## src/rtl/pipe_hazard_ctrl_pkg.sv

```systemverilog
// Shared state encoding, forwarding selects and the forwarding priority rule
// for the RV32I pipeline hazard controller.
package pipe_ctrl_pkg;

    typedef enum logic [1:0] {
        RUN      = 2'd0,
        MEM_WAIT = 2'd1,
        MDU_WAIT = 2'd2
    } ctrl_state_e;

    localparam logic [1:0] FWD_RF = 2'b00;
    localparam logic [1:0] FWD_W  = 2'b01;
    localparam logic [1:0] FWD_M  = 2'b10;

    // The younger producer in M shadows W; x0 is never forwarded.
    function automatic logic [1:0] fwd_sel(
        input logic [4:0] rs,
        input logic [4:0] rd_m,
        input logic [4:0] rd_w,
        input logic       regwrite_m,
        input logic       regwrite_w
    );
        logic [1:0] sel;
        if (regwrite_m && (rd_m != 5'd0) && (rd_m == rs)) begin
            sel = FWD_M;
        end else if (regwrite_w && (rd_w != 5'd0) && (rd_w == rs)) begin
            sel = FWD_W;
        end else begin
            sel = FWD_RF;
        end
        return sel;
    endfunction

endpackage

```

## src/rtl/pipe_hazard_ctrl_if.sv

```systemverilog
// Pipeline-to-hazard-controller bundle: hazard inputs from the datapath and
// the stall/flush/forward controls going back to it.
interface pipe_hazard_ctrl_if #(
    parameter int CNT_W = 32
);
    logic [4:0]       rs1_d, rs2_d, rs1_e, rs2_e, rd_e, rd_m, rd_w;
    logic             load_e, pcsrc_e, regwrite_m, regwrite_w;
    logic             dmem_req_m, dmem_ready, mdu_start_e, mdu_done, perf_clr;
    logic             stall_f, stall_d, stall_e, stall_m;
    logic             flush_d, flush_e, flush_m, flush_w;
    logic [1:0]       fwd_a_e, fwd_b_e;
    logic             busy, err_timeout;
    logic [CNT_W-1:0] stall_cycles;

    modport master (
        output rs1_d, rs2_d, rs1_e, rs2_e, rd_e, rd_m, rd_w,
        output load_e, pcsrc_e, regwrite_m, regwrite_w,
        output dmem_req_m, dmem_ready, mdu_start_e, mdu_done, perf_clr,
        input  stall_f, stall_d, stall_e, stall_m,
        input  flush_d, flush_e, flush_m, flush_w,
        input  fwd_a_e, fwd_b_e, busy, err_timeout, stall_cycles
    );

    modport slave (
        input  rs1_d, rs2_d, rs1_e, rs2_e, rd_e, rd_m, rd_w,
        input  load_e, pcsrc_e, regwrite_m, regwrite_w,
        input  dmem_req_m, dmem_ready, mdu_start_e, mdu_done, perf_clr,
        output stall_f, stall_d, stall_e, stall_m,
        output flush_d, flush_e, flush_m, flush_w,
        output fwd_a_e, fwd_b_e, busy, err_timeout, stall_cycles
    );
endinterface

```

## src/rtl/pipe_hazard_ctrl_fwd_unit.sv

```systemverilog
// Dual-operand ALU forwarding select for the instruction in E.
module fwd_unit
    import pipe_ctrl_pkg::*;
(
    input  logic [4:0] rs1_e,
    input  logic [4:0] rs2_e,
    input  logic [4:0] rd_m,
    input  logic [4:0] rd_w,
    input  logic       regwrite_m,
    input  logic       regwrite_w,
    output logic [1:0] fwd_a,
    output logic [1:0] fwd_b
);
    assign fwd_a = fwd_sel(rs1_e, rd_m, rd_w, regwrite_m, regwrite_w);
    assign fwd_b = fwd_sel(rs2_e, rd_m, rd_w, regwrite_m, regwrite_w);
endmodule

```

## src/rtl/pipe_hazard_ctrl.sv

```systemverilog
// Central stall/flush/forward controller for the 5-stage RV32I pipeline,
// with memory / mul-div wait sequencing, watchdog and stall-cycle counter.
module pipe_hazard_ctrl
    import pipe_ctrl_pkg::*;
#(
    parameter int TIMEOUT = 1024,
    parameter int CNT_W   = 32
) (
    input logic             clk,
    input logic             rst,
    pipe_hazard_ctrl_if.slave bus
);
    localparam int              WC_W    = (TIMEOUT > 2) ? $clog2(TIMEOUT) : 1;
    localparam logic [WC_W-1:0] WC_LAST = WC_W'(TIMEOUT - 1);

    ctrl_state_e      state_r, state_nxt_s;
    logic [WC_W-1:0]  wait_cnt_r;
    logic             err_r;
    logic [CNT_W-1:0] stall_cnt_r;
    logic             memwait_s, lu_s;
    logic             stall_f_s, stall_d_s, stall_e_s, stall_m_s;
    logic             flush_d_s, flush_e_s, flush_m_s, flush_w_s;
    logic [1:0]       fwd_a_s, fwd_b_s;

    fwd_unit u_fwd (
        .rs1_e      (bus.rs1_e),
        .rs2_e      (bus.rs2_e),
        .rd_m       (bus.rd_m),
        .rd_w       (bus.rd_w),
        .regwrite_m (bus.regwrite_m),
        .regwrite_w (bus.regwrite_w),
        .fwd_a      (fwd_a_s),
        .fwd_b      (fwd_b_s)
    );

    assign memwait_s = bus.dmem_req_m && !bus.dmem_ready;
    assign lu_s      = bus.load_e && (bus.rd_e != 5'd0) &&
                       ((bus.rd_e == bus.rs1_d) || (bus.rd_e == bus.rs2_d));

    // Stall/flush decode and next-state selection, memory wait first.
    always_comb begin
        state_nxt_s = state_r;
        stall_f_s   = 1'b0;
        stall_d_s   = 1'b0;
        stall_e_s   = 1'b0;
        stall_m_s   = 1'b0;
        flush_d_s   = 1'b0;
        flush_e_s   = 1'b0;
        flush_m_s   = 1'b0;
        flush_w_s   = 1'b0;
        if (rst) begin
            flush_d_s = 1'b1;
            flush_e_s = 1'b1;
        end else if (memwait_s) begin
            stall_f_s = 1'b1;
            stall_d_s = 1'b1;
            stall_e_s = 1'b1;
            stall_m_s = 1'b1;
            flush_w_s = 1'b1;
            if (state_r == RUN) begin
                state_nxt_s = MEM_WAIT;
            end else begin
                state_nxt_s = state_r;
            end
        end else begin
            case (state_r)
                // The MEM_WAIT release cycle behaves like a normal RUN cycle.
                RUN, MEM_WAIT: begin
                    if (bus.mdu_start_e && !bus.mdu_done) begin
                        stall_f_s   = 1'b1;
                        stall_d_s   = 1'b1;
                        stall_e_s   = 1'b1;
                        flush_m_s   = 1'b1;
                        state_nxt_s = MDU_WAIT;
                    end else if (bus.pcsrc_e) begin
                        flush_d_s   = 1'b1;
                        flush_e_s   = 1'b1;
                        state_nxt_s = RUN;
                    end else if (lu_s) begin
                        stall_f_s   = 1'b1;
                        stall_d_s   = 1'b1;
                        flush_e_s   = 1'b1;
                        state_nxt_s = RUN;
                    end else begin
                        state_nxt_s = RUN;
                    end
                end
                MDU_WAIT: begin
                    if (bus.mdu_done) begin
                        state_nxt_s = RUN;
                    end else begin
                        stall_f_s   = 1'b1;
                        stall_d_s   = 1'b1;
                        stall_e_s   = 1'b1;
                        flush_m_s   = 1'b1;
                        state_nxt_s = MDU_WAIT;
                    end
                end
                default: begin
                    state_nxt_s = RUN;
                end
            endcase
        end
    end

    // Forwarding is held at the register file while in reset.
    always_comb begin
        if (rst) begin
            bus.fwd_a_e = FWD_RF;
            bus.fwd_b_e = FWD_RF;
        end else begin
            bus.fwd_a_e = fwd_a_s;
            bus.fwd_b_e = fwd_b_s;
        end
    end

    // FSM state, saturating wait counter and sticky watchdog flag.
    always_ff @(posedge clk or posedge rst) begin
        if (rst) begin
            state_r    <= RUN;
            wait_cnt_r <= {WC_W{1'b0}};
            err_r      <= 1'b0;
        end else begin
            state_r <= state_nxt_s;
            if (state_r == RUN) begin
                wait_cnt_r <= {WC_W{1'b0}};
            end else if (wait_cnt_r != WC_LAST) begin
                wait_cnt_r <= wait_cnt_r + WC_W'(1);
            end else begin
                wait_cnt_r <= wait_cnt_r;
            end
            if ((state_r != RUN) && (wait_cnt_r == WC_LAST)) begin
                err_r <= 1'b1;
            end else begin
                err_r <= err_r;
            end
        end
    end

    // Saturating count of fetch-stall cycles; perf_clr wins over counting.
    always_ff @(posedge clk or posedge rst) begin
        if (rst) begin
            stall_cnt_r <= {CNT_W{1'b0}};
        end else if (bus.perf_clr) begin
            stall_cnt_r <= {CNT_W{1'b0}};
        end else if (stall_f_s && (stall_cnt_r != {CNT_W{1'b1}})) begin
            stall_cnt_r <= stall_cnt_r + CNT_W'(1);
        end else begin
            stall_cnt_r <= stall_cnt_r;
        end
    end

    assign bus.stall_f      = stall_f_s;
    assign bus.stall_d      = stall_d_s;
    assign bus.stall_e      = stall_e_s;
    assign bus.stall_m      = stall_m_s;
    assign bus.flush_d      = flush_d_s;
    assign bus.flush_e      = flush_e_s;
    assign bus.flush_m      = flush_m_s;
    assign bus.flush_w      = flush_w_s;
    assign bus.busy         = (state_r != RUN);
    assign bus.err_timeout  = err_r;
    assign bus.stall_cycles = stall_cnt_r;

endmodule

```

## src/flat_wrapper.sv

```systemverilog
// flat-port wrapper written by rule: the top's interface ports become plain ports
module pipe_hazard_ctrl_flat import pipe_ctrl_pkg::*;
#(
    parameter int TIMEOUT = 1024,
    parameter int CNT_W   = 32
)
  (clk, rst, bus_rs1_d, bus_rs2_d, bus_rs1_e, bus_rs2_e, bus_rd_e, bus_rd_m, bus_rd_w, bus_load_e, bus_pcsrc_e, bus_regwrite_m, bus_regwrite_w, bus_dmem_req_m, bus_dmem_ready, bus_mdu_start_e, bus_mdu_done, bus_perf_clr, bus_stall_f, bus_stall_d, bus_stall_e, bus_stall_m, bus_flush_d, bus_flush_e, bus_flush_m, bus_flush_w, bus_fwd_a_e, bus_fwd_b_e, bus_busy, bus_err_timeout, bus_stall_cycles);
  pipe_hazard_ctrl_if #(.CNT_W(CNT_W)) bus_i ();
  input logic clk;
  input logic rst;
  input wire logic [$bits(bus_i.rs1_d)-1:0] bus_rs1_d;
  input wire logic [$bits(bus_i.rs2_d)-1:0] bus_rs2_d;
  input wire logic [$bits(bus_i.rs1_e)-1:0] bus_rs1_e;
  input wire logic [$bits(bus_i.rs2_e)-1:0] bus_rs2_e;
  input wire logic [$bits(bus_i.rd_e)-1:0] bus_rd_e;
  input wire logic [$bits(bus_i.rd_m)-1:0] bus_rd_m;
  input wire logic [$bits(bus_i.rd_w)-1:0] bus_rd_w;
  input wire logic [$bits(bus_i.load_e)-1:0] bus_load_e;
  input wire logic [$bits(bus_i.pcsrc_e)-1:0] bus_pcsrc_e;
  input wire logic [$bits(bus_i.regwrite_m)-1:0] bus_regwrite_m;
  input wire logic [$bits(bus_i.regwrite_w)-1:0] bus_regwrite_w;
  input wire logic [$bits(bus_i.dmem_req_m)-1:0] bus_dmem_req_m;
  input wire logic [$bits(bus_i.dmem_ready)-1:0] bus_dmem_ready;
  input wire logic [$bits(bus_i.mdu_start_e)-1:0] bus_mdu_start_e;
  input wire logic [$bits(bus_i.mdu_done)-1:0] bus_mdu_done;
  input wire logic [$bits(bus_i.perf_clr)-1:0] bus_perf_clr;
  output wire logic [$bits(bus_i.stall_f)-1:0] bus_stall_f;
  output wire logic [$bits(bus_i.stall_d)-1:0] bus_stall_d;
  output wire logic [$bits(bus_i.stall_e)-1:0] bus_stall_e;
  output wire logic [$bits(bus_i.stall_m)-1:0] bus_stall_m;
  output wire logic [$bits(bus_i.flush_d)-1:0] bus_flush_d;
  output wire logic [$bits(bus_i.flush_e)-1:0] bus_flush_e;
  output wire logic [$bits(bus_i.flush_m)-1:0] bus_flush_m;
  output wire logic [$bits(bus_i.flush_w)-1:0] bus_flush_w;
  output wire logic [$bits(bus_i.fwd_a_e)-1:0] bus_fwd_a_e;
  output wire logic [$bits(bus_i.fwd_b_e)-1:0] bus_fwd_b_e;
  output wire logic [$bits(bus_i.busy)-1:0] bus_busy;
  output wire logic [$bits(bus_i.err_timeout)-1:0] bus_err_timeout;
  output wire logic [$bits(bus_i.stall_cycles)-1:0] bus_stall_cycles;
  assign bus_i.rs1_d = bus_rs1_d;
  assign bus_i.rs2_d = bus_rs2_d;
  assign bus_i.rs1_e = bus_rs1_e;
  assign bus_i.rs2_e = bus_rs2_e;
  assign bus_i.rd_e = bus_rd_e;
  assign bus_i.rd_m = bus_rd_m;
  assign bus_i.rd_w = bus_rd_w;
  assign bus_i.load_e = bus_load_e;
  assign bus_i.pcsrc_e = bus_pcsrc_e;
  assign bus_i.regwrite_m = bus_regwrite_m;
  assign bus_i.regwrite_w = bus_regwrite_w;
  assign bus_i.dmem_req_m = bus_dmem_req_m;
  assign bus_i.dmem_ready = bus_dmem_ready;
  assign bus_i.mdu_start_e = bus_mdu_start_e;
  assign bus_i.mdu_done = bus_mdu_done;
  assign bus_i.perf_clr = bus_perf_clr;
  assign bus_stall_f = bus_i.stall_f;
  assign bus_stall_d = bus_i.stall_d;
  assign bus_stall_e = bus_i.stall_e;
  assign bus_stall_m = bus_i.stall_m;
  assign bus_flush_d = bus_i.flush_d;
  assign bus_flush_e = bus_i.flush_e;
  assign bus_flush_m = bus_i.flush_m;
  assign bus_flush_w = bus_i.flush_w;
  assign bus_fwd_a_e = bus_i.fwd_a_e;
  assign bus_fwd_b_e = bus_i.fwd_b_e;
  assign bus_busy = bus_i.busy;
  assign bus_err_timeout = bus_i.err_timeout;
  assign bus_stall_cycles = bus_i.stall_cycles;
  pipe_hazard_ctrl #(.TIMEOUT(TIMEOUT), .CNT_W(CNT_W)) u_core (.clk(clk), .rst(rst), .bus(bus_i));
endmodule
```

## config.mk

```make
export PLATFORM = sky130hd
export DESIGN_NAME = pipe_hazard_ctrl_flat
export DESIGN_NICKNAME = d
export VERILOG_FILES = /design/src/rtl/pipe_hazard_ctrl_pkg.sv /design/src/rtl/pipe_hazard_ctrl_if.sv /design/src/rtl/pipe_hazard_ctrl_fwd_unit.sv /design/src/rtl/pipe_hazard_ctrl.sv /design/src/flat_wrapper.sv
export SDC_FILE = /design/constraint.sdc
export NUM_CORES = 1
export LEC_CHECK = 0
export BUFFER_PORTS_ARGS = -buffer_cell sky130_fd_sc_hd__buf_2
export CORE_MARGIN = 10
export CORE_UTILIZATION = 41
export DETAILED_ROUTE_END_ITERATION = 6
export PLACE_DENSITY = 0.71
export SYNTH_ARGS = -nofsm -noshare
export SYNTH_HDL_FRONTEND = slang
export SYNTH_SLANG_ARGS = --single-unit
```

## constraint.sdc

```tcl
create_clock -name clk -period 4.75 [get_ports clk]
set_input_delay 1.1875 -clock clk [delete_from_list [all_inputs] [get_ports clk]]
set_output_delay 1.1875 -clock clk [all_outputs]
set_load 0.01 [all_outputs]
```

==> summary.txt <==
Status
  – Status: complete, no violations

Floorplanning
  – I/O Pins: 92
  – Core Box Area: 7137 um^2
  – Starting Density: 41.71%
  – Rows: 31
  – Die height: 105.2 um
  – Die Footprint: 11070 um^2
  – Die X: 105.2 um

Global routing
  – Initial antenna violation count: 0
  – Vias in the first global route: 2875
  – GR Overflow Total: 0
  – First-pass GRT wire length: 13630 um
  – GR Util All Layers: 14.34%
  – Largest net degree at the start of global routing: 48

Drt
  – Final WL: 8063 um
  – Routed Antenna Nets: 0
  – First drt pass iteration count: 4
  – DR vias/cell: 5.509
  – Vias: 2881
  – Average wire per standard cell: 15.42 um
  – Detailed Route Iter0 Violations: 160
  – DRC: 0

Final layout
  – Nets: 471
  – N_diodes: 0
  – Layout cells sized above 1: 26.18%
  – Layout area overhead: 21.06%
  – Fin util: 50.49%
  – Post-route cell area: 3603 um^2
  – Most frequent cells in the layout: buf_2, dfrtp_1, nor2_1
  – Commonest non-fill, non-tap cell in the layout: buf_2

CTS
  – Clock-pin transition on the worst setup and hold timing paths: 80 ps
  – CTS Sinks: 45
  – Clk_lat worst skew: 300 ps
  – Hold Buf Count CTS: 0
  – CTS HTree Levels: 2
  – TritonCTS clock tree: yes
  – Total CTS buffers: 5
  – Total setup buffers inserted after CTS: 0
  – CTS Root Cell: clkbuf_8
  – CTS resizes: 0
  – Max clock buf depth: 2

Synthesis
  – Area leader, netlist: dfrtp_1
  – Post-synth EDFFs: 0
  – #FFs+latches synth: 45
  – Library cells used by synthesis: 44
  – Area contributors post-synth: dfrtp_1, xnor2_1, xor2_1
  – Area share of the largest cell type after synthesis: 37.83%
  – Cells after synthesis: 336
  – Post-synth ARST share: 100.0%
  – Mean area per synthesized cell: 8.859 um^2
  – Syn. warnings: 0
  – Cell Area, Synth: 2977 um^2
  – Post-synthesis sequential area ratio: 37.83%
  – Syn_nets: 384
  – Primary FF master, synth: dfrtp_1

Run
  – Max-cap violations: 0

STA
  – Worst-margin pin slew: 909.2 ps
  – Period minus WS final: 3923 ps
  – Hold Fails Final Rpt: 0
  – Period utilization: 82.60%
  – Final setup viols: 0
  – Worst slew margin: 39.10%
  – Fmax: 0.2549 GHz
  – Final Skew: 8.377 ps
  – Slew Limit Fails: 0
  – RSZ-0062 raised after global routing: no
  – Setup TNS: 0 ps
  – Worst hold margin: 480.8 ps

Power
  – Switching Fraction: 26.01%
  – Pint: 620.8 uW
  – Combinational fraction of design power: 16.2%
  – Flop pwr share: 48.2%
  – Leakage power: 0.001615 uW
  – Maximum VDD drop: 183.7 uV
  – Power Density: 232.8 nW/um^2
  – Clock share of power: 35.7%
  – Sw power: 218.3 uW

Place
  – Post-DP Area: 3487 um^2
  – Final GP Congestion: 0.8043
  – IO Port Bufs: 91
  – DP HPWL: 6255 um

Setup path
  – CP Data Required Time: 3560 ps
  – CP max FO: 4
  – R2R Setup Slk: 2130 ps
  – Arrival time worst endpoint: 2740 ps
  – Critical path class: input pin to output port
  – Critical Path Start Type: input pin
  – CP Capture Type: output port

Min path
  – Worst hold path type: flip-flop to flip-flop
## synthesized netlist by cell type, drive strengths merged, types with 12 or more instances
| master | instances |
|---|---|
| nand3 | 19 |
| or4 | 14 |
| nor4 | 12 |
| or3 | 17 |
| o21ai | 21 |
| nand4 | 15 |
| xor2 | 15 |
| dfrtp | 45 |
| xnor2 | 21 |
| nor2 | 28 |
| nand2 | 23 |
| a21oi | 23 |
## cell families after synthesis
kind of cell | after synthesis | synth area share (%)
and+or+nand+nor | 156 | 29.63
AOI/OAI and AO/OA | 67 | 13.66
DFF | 45 | 37.83
xor gates and xnor gates | 36 | 10.59
buffers and inverters | 21 | 4.119
muxes | 9 | 3.321
adders and majority gates | 2 | 0.8406
## per-stage QoR
stage	power, uW	std cells	setup slack, ps
3_3_place_gp	544.6	515	892.1
6_report	839.0	523	826.7
3_5_place_dp	549.7	515	844.7
4_1_cts	845.7	523	828.8
2_1_floorplan	498.7	336	95.32
5_1_grt	882.1	523	724.9
## sequential cells by signal (all words and copies together), names as in the netlist
register	flops
u_core.bus.err_timeout	1
u_core.state_r	2
u_core.bus.stall_cycles	32
u_core.wait_cnt_r	10
## final cells by class
| class | instances | area, um^2 |
|---|---|---|
| clock buffers | 7 | 86.33 |
| clock inverters | 1 | 30.03 |
| fillers | 722 | 3533 |
| inverters | 8 | 30.03 |
| multi-input cells | 270 | 1737 |
| flip-flops and latches | 45 | 1126 |
| well taps | 99 | 123.9 |
| repair buffers | 93 | 470.5 |
## layer usage
| layer | GRT usage (%) | wire [um] |
|---|---|---|
| met5 | 0 | 0 |
| met4 | 3.824 | 110 |
| met3 | 4.607 | 570 |
| met2 | 23.38 | 3971 |
| met1 | 17.80 | 3411 |
## path summary, 6_finish.rpt
path                                             start                          end  depth (start not counted)
max in group asynchronous                          rst  u_core.bus.stall_cycles[26]                          3
worst min-delay path            u_core.bus.err_timeout       u_core.bus.err_timeout                          1
worst min register to register  u_core.bus.err_timeout       u_core.bus.err_timeout                          1
worst max-delay path                       bus_rd_m[1]               bus_fwd_a_e[0]                          6
min in group asynchronous                          rst  u_core.bus.stall_cycles[21]                          3
worst max register to register       u_core.state_r[1]   u_core.bus.stall_cycles[1]                          7
## critical path, stage by stage
cell and delay (ps):
buf_2 120, or4_1 500, o21ai_0 350, nor3_1 110, nor4_1 280, buf_2 180
## power groups by stage
stage / registers (uW) / logic [uW] / clock network, uW
after floorplan: 410 / 88.6 / 0
after global placement: 411 / 133 / 0
after detailed placement: 412 / 138 / 0
after CTS: 404 / 138 / 303
after global routing: 406 / 154 / 322
final: 404 / 136 / 299
Power figures use the tool's default switching activity.
